--- config.mk ---
export PLATFORM = sky130hd
export DESIGN_NAME = alu_arbiter
export DESIGN_NICKNAME = d
export VERILOG_FILES = /design/src/rtl/alu_arbiter.sv
export SDC_FILE = /design/constraint.sdc
export NUM_CORES = 1
export LEC_CHECK = 0
export ABC_AREA = 1
export BUFFER_PORTS_ARGS = -buffer_cell sky130_fd_sc_hd__clkbuf_2
export CAP_MARGIN = 20
export CELL_PAD_IN_SITES_DETAIL_PLACEMENT = 1
export CELL_PAD_IN_SITES_GLOBAL_PLACEMENT = 1
export CORE_UTILIZATION = 30
export DETAILED_ROUTE_END_ITERATION = 12
export PLACE_DENSITY = 0.81
export SETUP_SLACK_MARGIN = 0.1
export SYNTH_ARGS = -nofsm -noshare
export SYNTH_HDL_FRONTEND = slang
export SYNTH_SLANG_ARGS = --single-unit
export TNS_END_PERCENT = 50
--- constraint.sdc ---
create_clock -name clk_i -period 1.8 [get_ports clk_i]
set_clock_uncertainty 0.2 [all_clocks]
set_input_delay 0.36 -clock clk_i [delete_from_list [all_inputs] [get_ports clk_i]]
set_output_delay 0.36 -clock clk_i [all_outputs]
set_load 0.1 [all_outputs]
--- src/rtl/alu_arbiter.sv ---
// alu_arbiter: shares one combinational ALU between two requesters.
// req0 is the execute stage and req1 is the branch/address unit. A three-state
// FSM (IDLE -> EXEC -> RESP) registers the winning operands, lets the ALU
// settle for one cycle, captures result/branch and returns them on the
// owner's response channel.
// Build option: define ALU_ARB_FIXED_PRIO_EN for fixed priority (req0 always
// wins a contest). Default build is round-robin between the two requesters.
module alu_arbiter #(
    parameter int DATA_W = 32,
    parameter int OPC_W  = 4
) (
    input  logic              clk_i,
    input  logic              rst_ni,
    input  logic              req0_valid_i,
    output logic              req0_ready_o,
    input  logic [DATA_W-1:0] req0_op_a_i,
    input  logic [DATA_W-1:0] req0_op_b_i,
    input  logic [OPC_W-1:0]  req0_op_code_i,
    input  logic              req1_valid_i,
    output logic              req1_ready_o,
    input  logic [DATA_W-1:0] req1_op_a_i,
    input  logic [DATA_W-1:0] req1_op_b_i,
    input  logic [OPC_W-1:0]  req1_op_code_i,
    output logic              rsp0_valid_o,
    input  logic              rsp0_ready_i,
    output logic [DATA_W-1:0] rsp0_result_o,
    output logic              rsp0_branch_o,
    output logic              rsp1_valid_o,
    input  logic              rsp1_ready_i,
    output logic [DATA_W-1:0] rsp1_result_o,
    output logic              rsp1_branch_o,
    output logic [DATA_W-1:0] alu_op_a_o,
    output logic [DATA_W-1:0] alu_op_b_o,
    output logic [OPC_W-1:0]  alu_op_code_o,
    input  logic [DATA_W-1:0] alu_result_i,
    input  logic              alu_branch_i,
    output logic              busy_o
);

    typedef enum logic [1:0] {
        S_IDLE = 2'd0,
        S_EXEC = 2'd1,
        S_RESP = 2'd2
    } state_t;

    typedef struct packed {
        logic [DATA_W-1:0] op_a;
        logic [DATA_W-1:0] op_b;
        logic [OPC_W-1:0]  op_code;
    } alu_req_t;

    state_t                 r_state;
    logic                   r_owner;
    alu_req_t               r_alu;
    logic [1:0]             r_rsp_valid;
    logic [1:0][DATA_W-1:0] r_rsp_result;
    logic [1:0]             r_rsp_branch;
`ifndef ALU_ARB_FIXED_PRIO_EN
    logic                   r_last_grant;
`endif

    alu_req_t   w_req0;
    alu_req_t   w_req1;
    logic       w_idle;
    logic       w_grant0;
    logic       w_grant1;
    logic [1:0] w_rsp_ready;

    assign w_req0      = '{op_a: req0_op_a_i, op_b: req0_op_b_i, op_code: req0_op_code_i};
    assign w_req1      = '{op_a: req1_op_a_i, op_b: req1_op_b_i, op_code: req1_op_code_i};
    assign w_rsp_ready = {rsp1_ready_i, rsp0_ready_i};

    // Grant decision; readies are held low while reset is asserted so nothing
    // handshakes on the reset edge.
    always_comb begin
        w_idle = (r_state == S_IDLE) && rst_ni;
`ifdef ALU_ARB_FIXED_PRIO_EN
        w_grant0 = req0_valid_i;
        w_grant1 = req1_valid_i & ~req0_valid_i;
`else
        // last_grant resets to 1, so the first contest goes to req0.
        w_grant0 = req0_valid_i & (~req1_valid_i |  r_last_grant);
        w_grant1 = req1_valid_i & (~req0_valid_i | ~r_last_grant);
`endif
    end

    assign req0_ready_o  = w_idle & w_grant0;
    assign req1_ready_o  = w_idle & w_grant1;
    assign busy_o        = (r_state != S_IDLE);
    assign alu_op_a_o    = r_alu.op_a;
    assign alu_op_b_o    = r_alu.op_b;
    assign alu_op_code_o = r_alu.op_code;
    assign rsp0_valid_o  = r_rsp_valid[0];
    assign rsp1_valid_o  = r_rsp_valid[1];
    assign rsp0_result_o = r_rsp_result[0];
    assign rsp1_result_o = r_rsp_result[1];
    assign rsp0_branch_o = r_rsp_branch[0];
    assign rsp1_branch_o = r_rsp_branch[1];

    // Arbitration FSM: issue operands, capture ALU output, hold response.
    always_ff @(posedge clk_i) begin
        if (!rst_ni) begin
            r_state      <= S_IDLE;
            r_owner      <= 1'b0;
            r_alu        <= '0;
            r_rsp_valid  <= '0;
            r_rsp_result <= '0;
            r_rsp_branch <= '0;
`ifndef ALU_ARB_FIXED_PRIO_EN
            r_last_grant <= 1'b1;
`endif
        end else begin
            case (r_state)
                S_IDLE: begin
                    if (w_grant0 || w_grant1) begin
                        r_alu   <= w_grant1 ? w_req1 : w_req0;
                        r_owner <= w_grant1;
`ifndef ALU_ARB_FIXED_PRIO_EN
                        r_last_grant <= w_grant1;
`endif
                        r_state <= S_EXEC;
                    end
                end
                S_EXEC: begin
                    // Operands have been stable for a full cycle; ALU output is valid.
                    r_rsp_result[r_owner] <= alu_result_i;
                    r_rsp_branch[r_owner] <= alu_branch_i;
                    r_rsp_valid[r_owner]  <= 1'b1;
                    r_state               <= S_RESP;
                end
                S_RESP: begin
                    if (w_rsp_ready[r_owner]) begin
                        r_rsp_valid <= '0;
                        r_state     <= S_IDLE;
                    end
                end
                default: begin
                    r_rsp_valid <= '0;
                    r_state     <= S_IDLE;
                end
            endcase
        end
    end

endmodule

==> results.sh, run 1 <==
export IMPL_synth_net_count=1160
export IMPL_synth_edf_count=0
export IMPL_worstMarginPinSlew_ns=0.490
export IMPL_grtUsageTotal_pct=21.7
export IMPL_stdcell_area_sq_um=10200
export IMPL_die_area_sq_um=21500
export IMPL_min_path_type="in -> reg"
export IMPL_dr_pass1_iters=4
export IMPL_drive_above_1_share_pct=36.2
export IMPL_setup_viol=2
export IMPL_seqPwrFrac_pct=29.7
export IMPL_rsz0062_at_grt="yes"
export IMPL_p_int_uw=6840
export IMPL_maxClockFrequency_mhz=542
export IMPL_peakVddDrop_uv=536
export IMPL_p_leak_uw=0.00536
export IMPL_min_period_ns=1.85
export IMPL_period_share_pct=103
export IMPL_fin_nets=1498
export IMPL_fillers=2605
export IMPL_drc_errors=0
export IMPL_cts_buffers=17
export IMPL_yosysTopAreaCell="dfxtp_1"
export IMPL_setup_ws_ns=-0.0458
export IMPL_multi_input_comb_area_sq_um=3170
export IMPL_htreeDepth=4
export IMPL_drv_slew=0
export IMPL_vias=7420
export IMPL_synth_seq_area_share_pct=44.7
export IMPL_viasPerCell=4.62
export IMPL_clk_latency_ns=0.42
export IMPL_sw_frac_of_total_pct=43.4
export IMPL_cap_viol_max_count=0
export IMPL_synth_top_area_share_pct=44.7
export IMPL_p_clk_share_pct=30.4
export IMPL_path_clk_slew_ns=0.06
export IMPL_synth_cell_types=18
export IMPL_violations="setup timing"
export IMPL_diodes=0
export IMPL_wl_per_cell_microns=15.6
export IMPL_path_buf_inv=1
export IMPL_clk_path_buf_depth=2
export IMPL_antenna_found_initial=0
export IMPL_placed_area_sq_um=8260
export IMPL_yosys_warnings=0
export IMPL_relSlewSlack_pct=67.3
export IMPL_portBuffers=313
export IMPL_path_max_fanout=4
export IMPL_crit_path_start_kind="flop"
export IMPL_grt_max_degree=92
export IMPL_grt_pass1_wl_mm=36.9
export IMPL_drt_total_wl_mm=25.1
export IMPL_start_util_pct=30.8
export IMPL_utilization_pct=50.1
export IMPL_rows=52
export IMPL_slowest_delay_ns=0.35
export IMPL_power_density_nw_per_um2=1190
export IMPL_comb_power_share_pct=39.9
export IMPL_grt_pass1_vias=7197
export IMPL_cts_tree="yes"
export IMPL_drt_iter0_markers=153
export IMPL_path_class="reg -> out"
export IMPL_ys_flop_type="dfxtp_1"
export IMPL_dp_slack_ns=0.120
export IMPL_crit_chain="nand2_2, nand2_4, nor2_4, buf_12"
export IMPL_dp_final_hpwl_mm=16.2
export IMPL_synthMostInstantiatedCell="nand2_1"
export IMPL_status="finished, violations left"
export IMPL_regArea_sq_um=2810
export IMPL_die_w_microns=147
export IMPL_cp_required_ns=1.24
export IMPL_synth_cells=985
export IMPL_cts_sinks=140
export IMPL_setup_worst_path_end_class="output port"
export IMPL_synth_ff_latch_count=140
export IMPL_critPathSlowestCell="dfxtp_2"
export IMPL_clockRootBuffer="clkbuf_16"
export IMPL_place_congestion=0.783
export IMPL_cp_top_family="flip-flops"
export IMPL_critPathArrivalTime_ns=1.29
export IMPL_io_pins=314
export IMPL_grt_overflow=0
export IMPL_die_h_microns=147
export IMPL_hold_slack_ns=0.0319
export IMPL_syn_area_per_cell_sq_um=6.36
export IMPL_p_sw_uw=5260
export IMPL_syn_to_final_growth_pct=62.8
export IMPL_core_area_sq_um=20400
export IMPL_ant_nets=0
export IMPL_synth_area_top_cells="dfxtp_1 (45%), nand2_1 (17%), nor2_1 (16%)"
export IMPL_synth_commonest_cells="nand2_1 (282), nor2_1 (274), dfxtp_1 (140), inv_1 (76), nand3_1 (71)"
export IMPL_synth_area_sq_um=6270
export IMPL_async_flop_share_pct=0
export IMPL_finalHoldViolCount=0
==> power by group through the flow <==
stage               clock, uW  sequential, uW  combinational, uW
finish                   3670            3600               4830
global route             3890            3630               5080
CTS                      3740            3590               4390
detailed placement          0            3650               4150
global placement            0            3640               4110
floorplan                   0            5810               1060
==> path summary, 6_finish.rpt <==
path,start,to,slack (ns),depth (start not counted)
setup / recovery,r_last_grant,req1_ready_o,-0.05,4
hold / removal,alu_result_i[5],rsp1_result_o[5],0.03,3
setup reg to reg,r_state[0],alu_op_b_o[30],0.08,9
hold reg to reg,rsp1_result_o[26],rsp1_result_o[26],0.30,2
==> cells by family after synthesis <==
kind of cell,share of synthesized area (%)
DFF,44.7
AOI/OAI and AO/OA,5.65
and+or+nand+nor,39.6
buffers and inverters,10.1
==> through the flow <==
stage | power [uW] | cells | setup TNS, ns
floorplan | 6870 | 985 | 0
global placement | 7750 | 1527 | 0
detailed placement | 7810 | 1527 | 0
CTS | 11700 | 1591 | -0.159
global route | 12600 | 1606 | -0.239
finish | 12100 | 1606 | -0.0729
==> per-layer routing <==
metal,track usage (%),wire (microns),up-vias
met4,8.33,581,0
met2,39.3,12900,255
met5,0,0,-
li1,-,-,3663
met1,23.9,10200,3459
met3,5.97,1460,43
==> area by class of cell <==
| type | count | share of cell area (%) |
|---|---|---|
| Clock buffer | 18 | 4.30 |
| Clock inverter | 14 | 1.67 |
| Inverter | 79 | 2.93 |
| Multi-Input combinational cell | 702 | 31.1 |
| Sequential cell | 140 | 27.5 |
| Tap cell | 270 | 3.31 |
| Timing Repair Buffer | 383 | 29.2 |
==> what timing repair did <==
| item | CTS | global route |
|---|---|---|
| endpoints found under the hold margin | 56 | 0 |
| hold buffers | 30 | 0 |
| gates resized for setup | 139 | 138 |
| setup buffers | 2 | 4 |
| endpoints found under the setup margin | 120 | 63 |
| cloned | 0 | 11 |
| pin swaps | 4 | 52 |
==> worst register-to-register path: stages, from the launching register on <==
cell       delay [ns]
dfxtp_2          0.33
nor2_4           0.15
buf_6            0.13
buf_6            0.10
o21ai_4          0.10
clkbuf_16        0.20
clkbuf_16        0.16
nand2_2          0.06
nand2_1          0.05
nor2_1           0.16
==> sequential cells by signal, summed over array words and instances (netlist names) <==
signal / count
alu_op_a_o: 32
alu_op_b_o: 32
alu_op_code_o: 4
r_last_grant: 1
r_owner: 1
r_rsp_branch: 2
r_rsp_valid: 2
r_state: 2
rsp0_result_o: 32
rsp1_result_o: 32
==> layout by cell type, fill, tap and decap left out, types with 2 or more instances in the layout <==
master / count
a21oi_1: 2
buf_12: 13
buf_4: 62
buf_6: 7
bufinv_16: 2
clkbuf_16: 28
clkbuf_2: 173
clkbuf_4: 77
clkbuf_8: 10
clkinv_4: 2
dfxtp_1: 137
dfxtp_2: 2
dlygate4sd3_1: 30
inv_1: 74
inv_2: 4
inv_6: 4
inv_8: 4
nand2_1: 241
nand2_2: 35
nand2_4: 8
nand3_1: 71
nor2_1: 232
nor2_2: 28
nor2_4: 17
o21ai_0: 54
o21ai_1: 12
(Power assumes the default switching activity.)
==> run 2: changes to the inputs <==
Settings changed: CORE_UTILIZATION 30 to 31, CTS_BUF_LIST set to sky130_fd_sc_hd__clkbuf_4, PLACE_DENSITY 0.81 to 0.83.
==> results.sh, run 2 <==
export IMPL_dp_slack_ns=0.0853
export IMPL_htreeDepth=4
export IMPL_synth_top_family_by_area="simple AND/OR/NAND/NOR gates"
export IMPL_synth_ff_latch_count=140
export IMPL_synth_area_top_cells="dfxtp_1 (45%), nand2_1 (17%), nor2_1 (16%)"
export IMPL_cts_sinks=140
export IMPL_die_h_microns=144
export IMPL_die_w_microns=144
export IMPL_grtUsageTotal_pct=75.8
export IMPL_status="aborted with a tool error"
export IMPL_synth_edf_count=0
export IMPL_place_congestion=0.797
export IMPL_error="[ERROR GRT-0232] Routing congestion too high. Check the congestion heatmap in the GUI."
export IMPL_synth_xor_area_share_pct=0
export IMPL_rows=51
export IMPL_synth_area_sq_um=6270
export IMPL_grt_max_degree=138
export IMPL_portBuffers=313
export IMPL_synthMuxAreaShare_pct=0
export IMPL_synth_net_count=1160
export IMPL_synthAdderAreaFrac_pct=0
export IMPL_dp_final_hpwl_mm=16.2
export IMPL_io_pins=314
export IMPL_failed_stage="5_1_grt"
export IMPL_ys_flop_type="dfxtp_1"
export IMPL_async_flop_share_pct=0
export IMPL_clockRootBuffer="clkbuf_4"
export IMPL_grt_worst_endpoint="req1_ready_o"
export IMPL_antenna_found_initial=7
export IMPL_synth_commonest_cells="nand2_1 (282), nor2_1 (274), dfxtp_1 (140), inv_1 (76), nand3_1 (71)"
export IMPL_syn_area_per_cell_sq_um=6.36
export IMPL_yosys_warnings=0
export IMPL_synth_compound_area_share_pct=5.65
export IMPL_start_util_pct=31.9
export IMPL_synthMostInstantiatedCell="nand2_1"
export IMPL_synth_cells=985
export IMPL_grt_overflow=103
export IMPL_synth_cell_types=18
export IMPL_worst_ep_kind="top-level output"
export IMPL_synth_top_area_share_pct=44.7
export IMPL_yosysTopAreaCell="dfxtp_1"
export IMPL_cts_buffers=17
export IMPL_synthSimpleGateAreaFrac_pct=39.6
export IMPL_clk_path_buf_depth=2
export IMPL_synth_seq_area_share_pct=44.7
==> run 2: cells by family after synthesis <==
family	Yosys count
flip-flops	140
AO/OA/AOI/OAI	70
AND/OR/NAND/NOR	632
buffers and inverters	143
==> run 2: per-layer routing <==
metal / GRT usage, % / overflow
met4: 82.4 / 36
met5: 6.52 / 0
met1: 73.5 / 1
met2: 94.7 / 65
met3: 60.1 / 1
==> run 2: metrics by stage <==
step | TNS (ns) | cells | area (sq um) | utilization (%) | hold WS [ns]
after CTS | -0.694 | 1735 | 13100 | 66.6 | 0.0783
after floorplan | 0 | 985 | 6300 | - | 0.283
after global placement | 0 | 1521 | 8160 | 41.5 | 0.280
after detailed placement | 0 | 1521 | 8160 | 41.5 | 0.287
==> run 2: repair_timing <==
item                                   in CTS
gates cloned                                0
pin swaps                                   3
setup endpoints to repair                 139
hold buffers                              171
setup buffers                              11
endpoints found under the hold margin     137
gates resized for setup                   558
==> run 3: changes to the inputs <==
Settings changed: CELL_PAD_IN_SITES_DETAIL_PLACEMENT 1 to not set, CELL_PAD_IN_SITES_GLOBAL_PLACEMENT 1 to not set, CORE_UTILIZATION 31 to 23, CTS_BUF_LIST sky130_fd_sc_hd__clkbuf_4 to not set, PLACE_DENSITY 0.83 to not set, PLACE_DENSITY_LB_ADDON set to 0.15, SETUP_SLACK_MARGIN 0.1 to not set.
==> results.sh, run 3 (synthesized netlist as in run 1, its figures left out) <==
export IMPL_place_congestion=0.741
export IMPL_min_path_type="in -> reg"
export IMPL_die_h_microns=167
export IMPL_ant_nets=0
export IMPL_dpl_cell_count=1599
export IMPL_cts_buffers=17
export IMPL_min_period_ns=1.83
export IMPL_dr_pass1_iters=4
export IMPL_viasPerCell=4.08
export IMPL_crit_top_cell="nor2_4"
export IMPL_power_density_nw_per_um2=1200
export IMPL_io_pins=314
export IMPL_placed_area_sq_um=8320
export IMPL_die_area_sq_um=27900
export IMPL_crit_path_start_kind="flop"
export IMPL_wl_per_cell_microns=13.0
export IMPL_drv_slew=0
export IMPL_cts_tree="yes"
export IMPL_fin_cells=1668
export IMPL_seqPwrFrac_pct=31.2
export IMPL_r2r_slack_ns=0.21
export IMPL_relSlewSlack_pct=64.0
export IMPL_rsz0062_at_grt="yes"
export IMPL_hold_slack_ns=0.0337
export IMPL_peakVddDrop_uv=603
export IMPL_start_util_pct=23.4
export IMPL_vias=6801
export IMPL_setup_worst_path_end_class="output port"
export IMPL_htreeDepth=4
export IMPL_syn_to_final_growth_pct=52.1
export IMPL_worstMarginPinSlew_ns=0.543
export IMPL_violations="setup timing"
export IMPL_rows=60
export IMPL_p_leak_uw=0.00513
export IMPL_clk_path_buf_depth=2
export IMPL_mostFrequentLayoutCells="nand2_1 (281), nor2_1 (272), clkbuf_2 (179)"
export IMPL_slowest_delay_ns=0.33
export IMPL_total_power_uw=11400
export IMPL_cap_viol_max_count=0
export IMPL_stdcell_area_sq_um=9530
export IMPL_status="finished, violations left"
export IMPL_clockRootBuffer="clkbuf_16"
export IMPL_dp_slack_ns=0.134
export IMPL_path_class="reg -> out"
export IMPL_core_area_sq_um=26800
export IMPL_cts_sinks=140
export IMPL_grt_max_degree=86
export IMPL_grt_overflow=0
export IMPL_layout_commonest_cell="nand2_1"
export IMPL_period_share_pct=102
export IMPL_grt_pass1_wl_mm=34.3
export IMPL_finalHoldViolCount=0
export IMPL_drive_above_1_share_pct=29.2
export IMPL_drc_errors=0
export IMPL_cp_required_ns=1.24
export IMPL_grtUsageTotal_pct=15.5
export IMPL_path_max_fanout=2
export IMPL_setup_ws_ns=-0.0336
export IMPL_die_w_microns=167
export IMPL_portBuffers=313
export IMPL_antenna_found_initial=1
export IMPL_dp_final_hpwl_mm=15.1
export IMPL_comb_power_share_pct=37.3
export IMPL_crit_chain="nor2_4, nand2_4, nor2_4, buf_12"
export IMPL_p_int_uw=6290
export IMPL_setup_viol=3
export IMPL_maxClockFrequency_mhz=545
export IMPL_fillers=2975
export IMPL_drt_total_wl_mm=21.7
export IMPL_path_clk_slew_ns=0.07
export IMPL_fin_nets=1488
export IMPL_p_clk_share_pct=31.6
export IMPL_p_sw_uw=5150
export IMPL_sw_frac_of_total_pct=45.0
export IMPL_grt_pass1_vias=6349
export IMPL_drt_iter0_markers=327
export IMPL_critPathArrivalTime_ns=1.27
export IMPL_critPathSlowestCell="dfxtp_2"
export IMPL_clk_latency_ns=0.41
==> run 3: path summary, 6_finish.rpt <==
| check | cells past startpoint | startpoint | end |
|---|---|---|---|
| worst min register to register | 2 | r_last_grant | r_last_grant |
| worst min-delay path | 5 | req0_op_b_i[9] | alu_op_b_o[9] |
| worst max register to register | 7 | r_state[0] | rsp0_result_o[24] |
| worst max-delay path | 4 | r_state[0] | req1_ready_o |
==> run 3: layer usage <==
metal | part of all wire (%) | up-vias | GRT usage (%) | wire length [microns]
met5 | 0 | - | 0 | 0
met4 | 1.7 | 0 | 5.11 | 361
met3 | 7.3 | 20 | 5.18 | 1590
met2 | 46 | 208 | 25.2 | 9910
met1 | 45 | 2924 | 19.3 | 9810
li1 | - | 3649 | - | -
==> run 3: worst max-delay path: cells and delay by family (launching register included) <==
kind / cells / cell delay (ns)
simple gates: 3 / 0.34
buf+inv: 1 / 0.18
flops: 1 / 0.33
==> run 3: metrics by stage <==
step                TNS (ns)  util [%]
floorplan            -0.0227         -
global placement           0      31.1
detailed placement         0      31.1
CTS                   -0.217      35.5
global route          -0.307      35.6
finish               -0.0835      35.6
==> run 3: power by group through the flow <==
stage	Sequential, uW	Combinational (uW)	Clock [uW]
floorplan	5810	1060	0
global placement	3630	4130	0
detailed placement	3640	4120	0
CTS	3570	4300	3760
global route	3610	4540	3900
finish	3570	4260	3610
==> run 3: repair_timing <==
item,CTS,global route
hold buffers,33,0
pin swaps,5,0
endpoints found under the hold margin,66,0
endpoints found under the setup margin,86,43
setup buffers,3,0
gates resized for setup,90,38
==> run 3: area by class of cell <==
type	count	area, sq um	share of cell area [%]
repair buffers	373	2510	26.3
multi-input cells	702	2870	30.1
flip-flops and latches	140	2810	29.4
clock buffers	17	425	4.46
inverters	79	299	3.14
diodes	1	2.50	0.0263
clock inverters	15	189	1.98
well taps	341	427	4.48
